<file path="config.mk">
export PLATFORM = sky130hd
export DESIGN_NAME = mem_req_arbiter_flat
export DESIGN_NICKNAME = d
export VERILOG_FILES = /design/src/rtl/mem_req_arbiter_if.sv /design/src/rtl/mem_req_arbiter.sv /design/src/flat_wrapper.sv
export SDC_FILE = /design/constraint.sdc
export NUM_CORES = 1
export LEC_CHECK = 0
export ABC_CLOCK_PERIOD_IN_PS = 5700
export BUFFER_PORTS_ARGS = -buffer_cell sky130_fd_sc_hd__buf_4
export CORE_ASPECT_RATIO = 1.75
export CORE_MARGIN = 5
export CORE_UTILIZATION = 30
export DETAILED_ROUTE_END_ITERATION = 10
export HOLD_SLACK_MARGIN = 0.02
export PLACE_DENSITY = 0.69
export SYNTH_ARGS = -nofsm -noshare
export SYNTH_HDL_FRONTEND = slang
export SYNTH_SLANG_ARGS = --single-unit
export TNS_END_PERCENT = 5
</file>
<file path="constraint.sdc">
create_clock -name CLK -period 5.7 [get_ports CLK]
set_clock_uncertainty 0.05 [all_clocks]
set_input_delay 0.855 -clock CLK [delete_from_list [all_inputs] [get_ports CLK]]
set_output_delay 0.855 -clock CLK [all_outputs]
set_load 0.03 [all_outputs]
</file>
<file path="src/rtl/mem_req_arbiter_if.sv">
// Cache/RAM request bundle seen by mem_req_arbiter.
// The slave modport is the arbiter's view; master is the cache/RAM side.
interface mem_req_arbiter_if #(
    parameter int unsigned WORD_W = 32
);
    logic              iREN;
    logic [WORD_W-1:0] iaddr;
    logic              iwait;
    logic [WORD_W-1:0] iload;

    logic              dREN;
    logic              dWEN;
    logic [WORD_W-1:0] daddr;
    logic [WORD_W-1:0] dstore;
    logic              dwait;
    logic [WORD_W-1:0] dload;

    logic              ramREN;
    logic              ramWEN;
    logic [WORD_W-1:0] ramaddr;
    logic [WORD_W-1:0] ramstore;
    logic [WORD_W-1:0] ramload;
    logic [1:0]        ramstate;
    logic              ram_err;

    modport slave (
        input  iREN, iaddr, dREN, dWEN, daddr, dstore, ramload, ramstate,
        output iwait, iload, dwait, dload, ramREN, ramWEN, ramaddr, ramstore, ram_err
    );

    modport master (
        output iREN, iaddr, dREN, dWEN, daddr, dstore, ramload, ramstate,
        input  iwait, iload, dwait, dload, ramREN, ramWEN, ramaddr, ramstore, ram_err
    );
endinterface

</file>
<file path="src/rtl/mem_req_arbiter.sv">
// Serialises icache reads and dcache reads/writes onto a single-ported RAM,
// alternating grants under contention and force-completing after repeated RAM errors.
module mem_req_arbiter #(
    parameter int unsigned WORD_W    = 32,
    parameter int unsigned MAX_RETRY = 3
) (
    input logic              CLK,
    input logic              nRST,
    mem_req_arbiter_if.slave bus
);
    localparam int unsigned RETRY_W = $clog2(MAX_RETRY + 1);

    typedef enum logic [1:0] {IDLE, IREAD, DREAD, DWRITE} state_t;
    typedef enum logic [1:0] {RAM_FREE, RAM_BUSY, RAM_ACCESS, RAM_ERROR} ramstate_t;

    state_t             r_state;
    logic [WORD_W-1:0]  r_addr;
    logic [WORD_W-1:0]  r_store;
    logic [RETRY_W-1:0] r_retry;
    logic               r_last_d;
    logic               r_err;

    logic w_active;
    logic w_req_live;
    logic w_access;
    logic w_error;
    logic w_retry_max;
    logic w_done;
    logic w_d_req;
    logic w_grant_d;

    assign w_active    = (r_state != IDLE);
    assign w_access    = (bus.ramstate == RAM_ACCESS);
    assign w_error     = (bus.ramstate == RAM_ERROR);
    assign w_retry_max = (r_retry == RETRY_W'(MAX_RETRY));
    assign w_d_req     = bus.dREN | bus.dWEN;
    // D wins a tie unless it had the previous grant
    assign w_grant_d   = w_d_req & (~bus.iREN | ~r_last_d);

    // The granted request must stay asserted; dropping it aborts the access
    always_comb begin
        w_req_live = 1'b0;
        case (r_state)
            IREAD:   w_req_live = bus.iREN;
            DREAD:   w_req_live = bus.dREN;
            DWRITE:  w_req_live = bus.dWEN;
            default: w_req_live = 1'b0;
        endcase
    end

    assign w_done = w_active & w_req_live & (w_access | (w_error & w_retry_max));

    assign bus.ramREN   = w_req_live & ((r_state == IREAD) | (r_state == DREAD));
    assign bus.ramWEN   = w_req_live & (r_state == DWRITE);
    assign bus.ramaddr  = w_active ? r_addr : '0;
    assign bus.ramstore = (r_state == DWRITE) ? r_store : '0;

    assign bus.iwait = ~(w_done & (r_state == IREAD));
    assign bus.iload = (w_done & (r_state == IREAD)) ? bus.ramload : '0;
    assign bus.dwait = ~(w_done & ((r_state == DREAD) | (r_state == DWRITE)));
    assign bus.dload = (w_done & (r_state == DREAD)) ? bus.ramload : '0;
    assign bus.ram_err = r_err;

    always_ff @(posedge CLK or negedge nRST) begin
        if (!nRST) begin
            r_state  <= IDLE;
            r_addr   <= '0;
            r_store  <= '0;
            r_retry  <= '0;
            r_last_d <= 1'b0;
            r_err    <= 1'b0;
        end else begin
            case (r_state)
                IDLE: begin
                    r_retry <= '0;
                    if (w_grant_d) begin
                        r_last_d <= 1'b1;
                        r_addr   <= bus.daddr;
                        r_store  <= bus.dstore;
                        r_state  <= bus.dWEN ? DWRITE : DREAD;
                    end else if (bus.iREN) begin
                        r_last_d <= 1'b0;
                        r_addr   <= bus.iaddr;
                        r_state  <= IREAD;
                    end
                end
                default: begin
                    if (!w_req_live || w_done) begin
                        r_state <= IDLE;
                        r_retry <= '0;
                        if (w_done && w_error) begin
                            r_err <= 1'b1;
                        end
                    end else if (w_error) begin
                        r_retry <= r_retry + RETRY_W'(1);
                    end
                end
            endcase
        end
    end
endmodule

</file>
<file path="src/flat_wrapper.sv">
// flat-port wrapper written by rule: the top's interface ports become plain ports
module mem_req_arbiter_flat 
#(
    parameter int unsigned WORD_W    = 32,
    parameter int unsigned MAX_RETRY = 3
)
  (CLK, nRST, bus_iREN, bus_iaddr, bus_dREN, bus_dWEN, bus_daddr, bus_dstore, bus_ramload, bus_ramstate, bus_iwait, bus_iload, bus_dwait, bus_dload, bus_ramREN, bus_ramWEN, bus_ramaddr, bus_ramstore, bus_ram_err);
  mem_req_arbiter_if #(.WORD_W(WORD_W)) bus_i ();
  input logic CLK;
  input logic nRST;
  input wire logic [$bits(bus_i.iREN)-1:0] bus_iREN;
  input wire logic [$bits(bus_i.iaddr)-1:0] bus_iaddr;
  input wire logic [$bits(bus_i.dREN)-1:0] bus_dREN;
  input wire logic [$bits(bus_i.dWEN)-1:0] bus_dWEN;
  input wire logic [$bits(bus_i.daddr)-1:0] bus_daddr;
  input wire logic [$bits(bus_i.dstore)-1:0] bus_dstore;
  input wire logic [$bits(bus_i.ramload)-1:0] bus_ramload;
  input wire logic [$bits(bus_i.ramstate)-1:0] bus_ramstate;
  output wire logic [$bits(bus_i.iwait)-1:0] bus_iwait;
  output wire logic [$bits(bus_i.iload)-1:0] bus_iload;
  output wire logic [$bits(bus_i.dwait)-1:0] bus_dwait;
  output wire logic [$bits(bus_i.dload)-1:0] bus_dload;
  output wire logic [$bits(bus_i.ramREN)-1:0] bus_ramREN;
  output wire logic [$bits(bus_i.ramWEN)-1:0] bus_ramWEN;
  output wire logic [$bits(bus_i.ramaddr)-1:0] bus_ramaddr;
  output wire logic [$bits(bus_i.ramstore)-1:0] bus_ramstore;
  output wire logic [$bits(bus_i.ram_err)-1:0] bus_ram_err;
  assign bus_i.iREN = bus_iREN;
  assign bus_i.iaddr = bus_iaddr;
  assign bus_i.dREN = bus_dREN;
  assign bus_i.dWEN = bus_dWEN;
  assign bus_i.daddr = bus_daddr;
  assign bus_i.dstore = bus_dstore;
  assign bus_i.ramload = bus_ramload;
  assign bus_i.ramstate = bus_ramstate;
  assign bus_iwait = bus_i.iwait;
  assign bus_iload = bus_i.iload;
  assign bus_dwait = bus_i.dwait;
  assign bus_dload = bus_i.dload;
  assign bus_ramREN = bus_i.ramREN;
  assign bus_ramWEN = bus_i.ramWEN;
  assign bus_ramaddr = bus_i.ramaddr;
  assign bus_ramstore = bus_i.ramstore;
  assign bus_ram_err = bus_i.ram_err;
  mem_req_arbiter #(.WORD_W(WORD_W), .MAX_RETRY(MAX_RETRY)) u_core (.CLK(CLK), .nRST(nRST), .bus(bus_i));
endmodule
</file>
==> results.txt <==
The flow ran to the end, and the final reports show no timing, DRC or antenna violations. The number of cells on the worst reg-to-reg path is 4. The run gives 0.153 as the total routing resource utilization after global routing. For the global-route wire length before repair, the log shows 19.4 mm. The worst-case IR drop observed on VDD is 226 uV. The run gives 0.0132 sq mm as the placeable core region. The number of setup buffers added after CTS is 0. Summed over all layers, the global routing overflow is 0. The logs give 31 for the number of library cell types mapped by synthesis and 0.139 for the met1 capacity usage during global routing. The tools report the sequential share of the synthesized area as 0.437.

The tools report the placed instance count as 808. The tools report the met3 usage in global routing as 0.0437. The startpoint identified for the worst register-to-register timing path is u_core.r_state[1].

Total number of nets in the final design: 785. In this run the static leakage power is 3.31 nW. The floorplan has 56 rows. Clock latency on the worst-skew pair, taken at its later pin, is 0.32 ns.

After detailed routing, the total wire length is 12.8 mm. The first TritonRoute pass finished after 4 iterations. In the final routed layout, each cell accounts on average for 15.5 um. The number of hold violations in the final report is 0, and the layout overhead on the synthesized area is 58.7%. The multiplexer share of the synthesized area came out at 0.172.

Dividing the detail-routed via count by the number of cells gives 4.49. After clock tree synthesis, the clock-pin slew on the worst setup and hold paths is 0.06 ns. The run gives 0.303 as the initial cell density of the core. The number of warnings reported in the yosys synthesis log is 0, and the die boundary width is 97.4 um.

CTS saw 70 sinks. The count of nets left with antenna violations once routing finished came out at 0. In this run the most used layer during global routing was met2.

The number of global-route vias before repair was 3848; the number of diodes added for antenna fixing was 0. 268 I/O pins were placed. The tools report the post-layout utilization of the core as 0.481.

The category of the critical setup timing path is flop to output port. Once layout is done, the placed cells without fillers occupy 0.00636 sq mm. The post-route minimum period was 4.13 ns; the area share of xor/xnor cells in the synthesized design was 0.00218. The count of final max-slew check failures came out at 0.

Source of the worst hold timing path: u_core.bus.ram_err. The number of gates resized after CTS was 0. Summed over all failing endpoints, the final setup total negative slack is 0 ns. The number of H-tree levels is 3, and the hold slack is 0.414 ns. Dividing total power by cell area gives a power density of 453 mW/mm^2. In this run, synthesis produced a sequential element count of 70. By area, the combinational part of the netlist is dominated by simple AND/OR/NAND/NOR gates.

The number of clock buffers added by TritonCTS is 9. The initial antenna violation count is 0, and the number of failing setup endpoints in the final timing report is 0. In this run the worst setup path begins at u_core.r_state[0]. The count of mapped cells out of synthesis came out at 393. Number of buffers inserted for hold repair after clock tree synthesis: 0. For the worst setup path, the data arrival time is 3.23 ns. The fraction of final layout cells with drive strength greater than 1 was 0.493; the number of stages on the worst hold path was 1. The floorplan step defined a die boundary enclosing 0.0159 sq mm. The met2 usage came out at 0.302. The synthesized area divided by synthesized cell count works out to 10.2 sq um. Synthesized-area fraction occupied by adder cells: 0.0156. The congestion estimate from routability-driven global placement came to 0.960.

Total power: 2.88 mW. For the total via count in the routed design, the log shows 3699. For the final cell count without fillers, the log shows 823. The number of nets in the synthesized netlist was 533; the data required time at the worst endpoint was 4.80 ns.

After the first detailed-routing iteration, the DRC count stood at 94. Counting along the longest clock path gives a buffer depth of 2. During placement, the flow inserted port buffers numbering 267. Total standard cell area after synthesis: 0.00401 sq mm.

Summed over all nets, the half-perimeter wirelength after detailed placement is 10.1 mm. Entering global routing, the biggest net connects 71 pins. The maximum fanout along the worst path was 35; the final worst slack was 1.57 ns. The worst setup path is captured at an output port.

The slew of the pin with the lowest slew margin is 1.05 ns. Area fraction in compound gates after synthesis: 0.0602. For this run, design rule violations remaining after detail routing come to 0. The nature of the critical path startpoint was a flop. Timing would allow up to 242 MHz. The synthesized-area fraction occupied by and/or/nand/nor cells is 0.267.

The layout filler cell count was 1250; the number of maximum-capacitance constraint violations was 0. For the tightest slew margin relative to the limit, the log shows 0.299. TritonCTS built the clock tree. Clock root buffer master: clkbuf_16. Placement-stage cell area: 0.00607 sq mm. The final period utilization works out to 0.725. Setup repair after global routing left no endpoint under its margin.

The tightest min-delay check is of the flop to flop type. The die is 163 um tall. The run gives 1.82 ns as the worst setup slack before clock tree synthesis.
[routing by layer]
layer  vias up  part of all wire  wire length, um
met5         -                 0                0
met3        27             0.077              989
met4         0             0.035              452
li1       1791                 -                -
met1      1701              0.33             4170
met2       180              0.56             7180
[kinds of logic (layout without fill, tap and decap cells)]
family                     Yosys count  count (layout)
AOI/OAI and AO/OA                   42              42
muxes                               65              65
adders and majority gates            5               5
buffers and inverters               31             287
DFF                                 70              70
xor gates and xnor gates             1               1
and+or+nand+nor                    179             179
[power breakdown]
| group | switching (mW) | leakage, nW | internal (mW) |
|---|---|---|---|
| registers | 0.114 | 0.843 | 0.746 |
| logic | 0.871 | 2.33 | 0.611 |
| clock network | 0.208 | 0.137 | 0.335 |
| total | 1.19 | 3.31 | 1.69 |
[cells in the final DEF, fill, tap and decap left out, drive strengths merged]
master / count
a21o: 2
o31ai: 1
nand3b: 1
dfrtp: 70
nand2: 36
nor2b: 32
ha: 5
and2: 99
nand2b: 2
a222oi: 1
a21boi: 1
buf: 268
nor3b: 2
o311ai: 1
o21ai: 35
clkbuf: 9
a21oi: 1
mux2: 32
inv: 4
clkinvlp: 2
nor3: 3
bufinv: 1
mux2i: 33
clkinv: 3
nor2: 3
nand3: 1
xor2: 1
[worst max-delay path: stages, from the launching register on]
cell      delay [ns]
dfrtp_1         0.39
ha_1            0.81
a222oi_1        0.25
nand3b_4        0.27
nor3b_4         0.77
and2_4          0.26
buf_4           0.15
[state kept, by name, summed over array words and instances (netlist names)]
signal              flops
u_core.bus.ram_err      1
u_core.r_retry          2
u_core.r_addr          32
u_core.r_last_d         1
u_core.r_state          2
u_core.r_store         32
[layout make-up]
cell class	count	area, sq um	share of cell area
inverters	4	15.0	0.00236
flip-flops and latches	70	1750	0.275
clock inverters	6	63.8	0.0100
repair buffers	268	2010	0.316
clock buffers	9	225	0.0354
well taps	174	218	0.0342
multi-input cells	292	2080	0.327
[path summary, 6_finish.rpt]
kind	endpoint	slack [ns]
worst min register to register	u_core.bus.ram_err	0.41
max in group asynchronous	u_core.r_addr[9]	4.39
min in group asynchronous	u_core.r_store[31]	0.59
worst min-delay path	u_core.bus.ram_err	0.41
worst max register to register	u_core.r_store[22]	2.86
worst max-delay path	bus_dload[17]	1.57
[synthesized netlist by cell type, drive strengths merged]
cell    instances  area share
nor3b           2      0.0094
nand2          36       0.034
inv             4      0.0037
nor2            3      0.0028
nand3           1      0.0012
a21o            2      0.0041
xor2            1      0.0022
nor3            3      0.0037
a21oi           1      0.0041
mux2           32       0.090
clkbuf         10      0.0094
mux2i          33       0.082
a222oi          1      0.0025
a21boi          1      0.0019
o311ai          1      0.0022
o31ai           1      0.0019
nand2b          2      0.0031
ha              5       0.016
o21ai          35       0.044
buf            17       0.033
and2           99        0.16
nor2b          32       0.050
dfrtp          70        0.44
nand3b          1      0.0050
No activity file was read; power rests on OpenSTA's default activity.
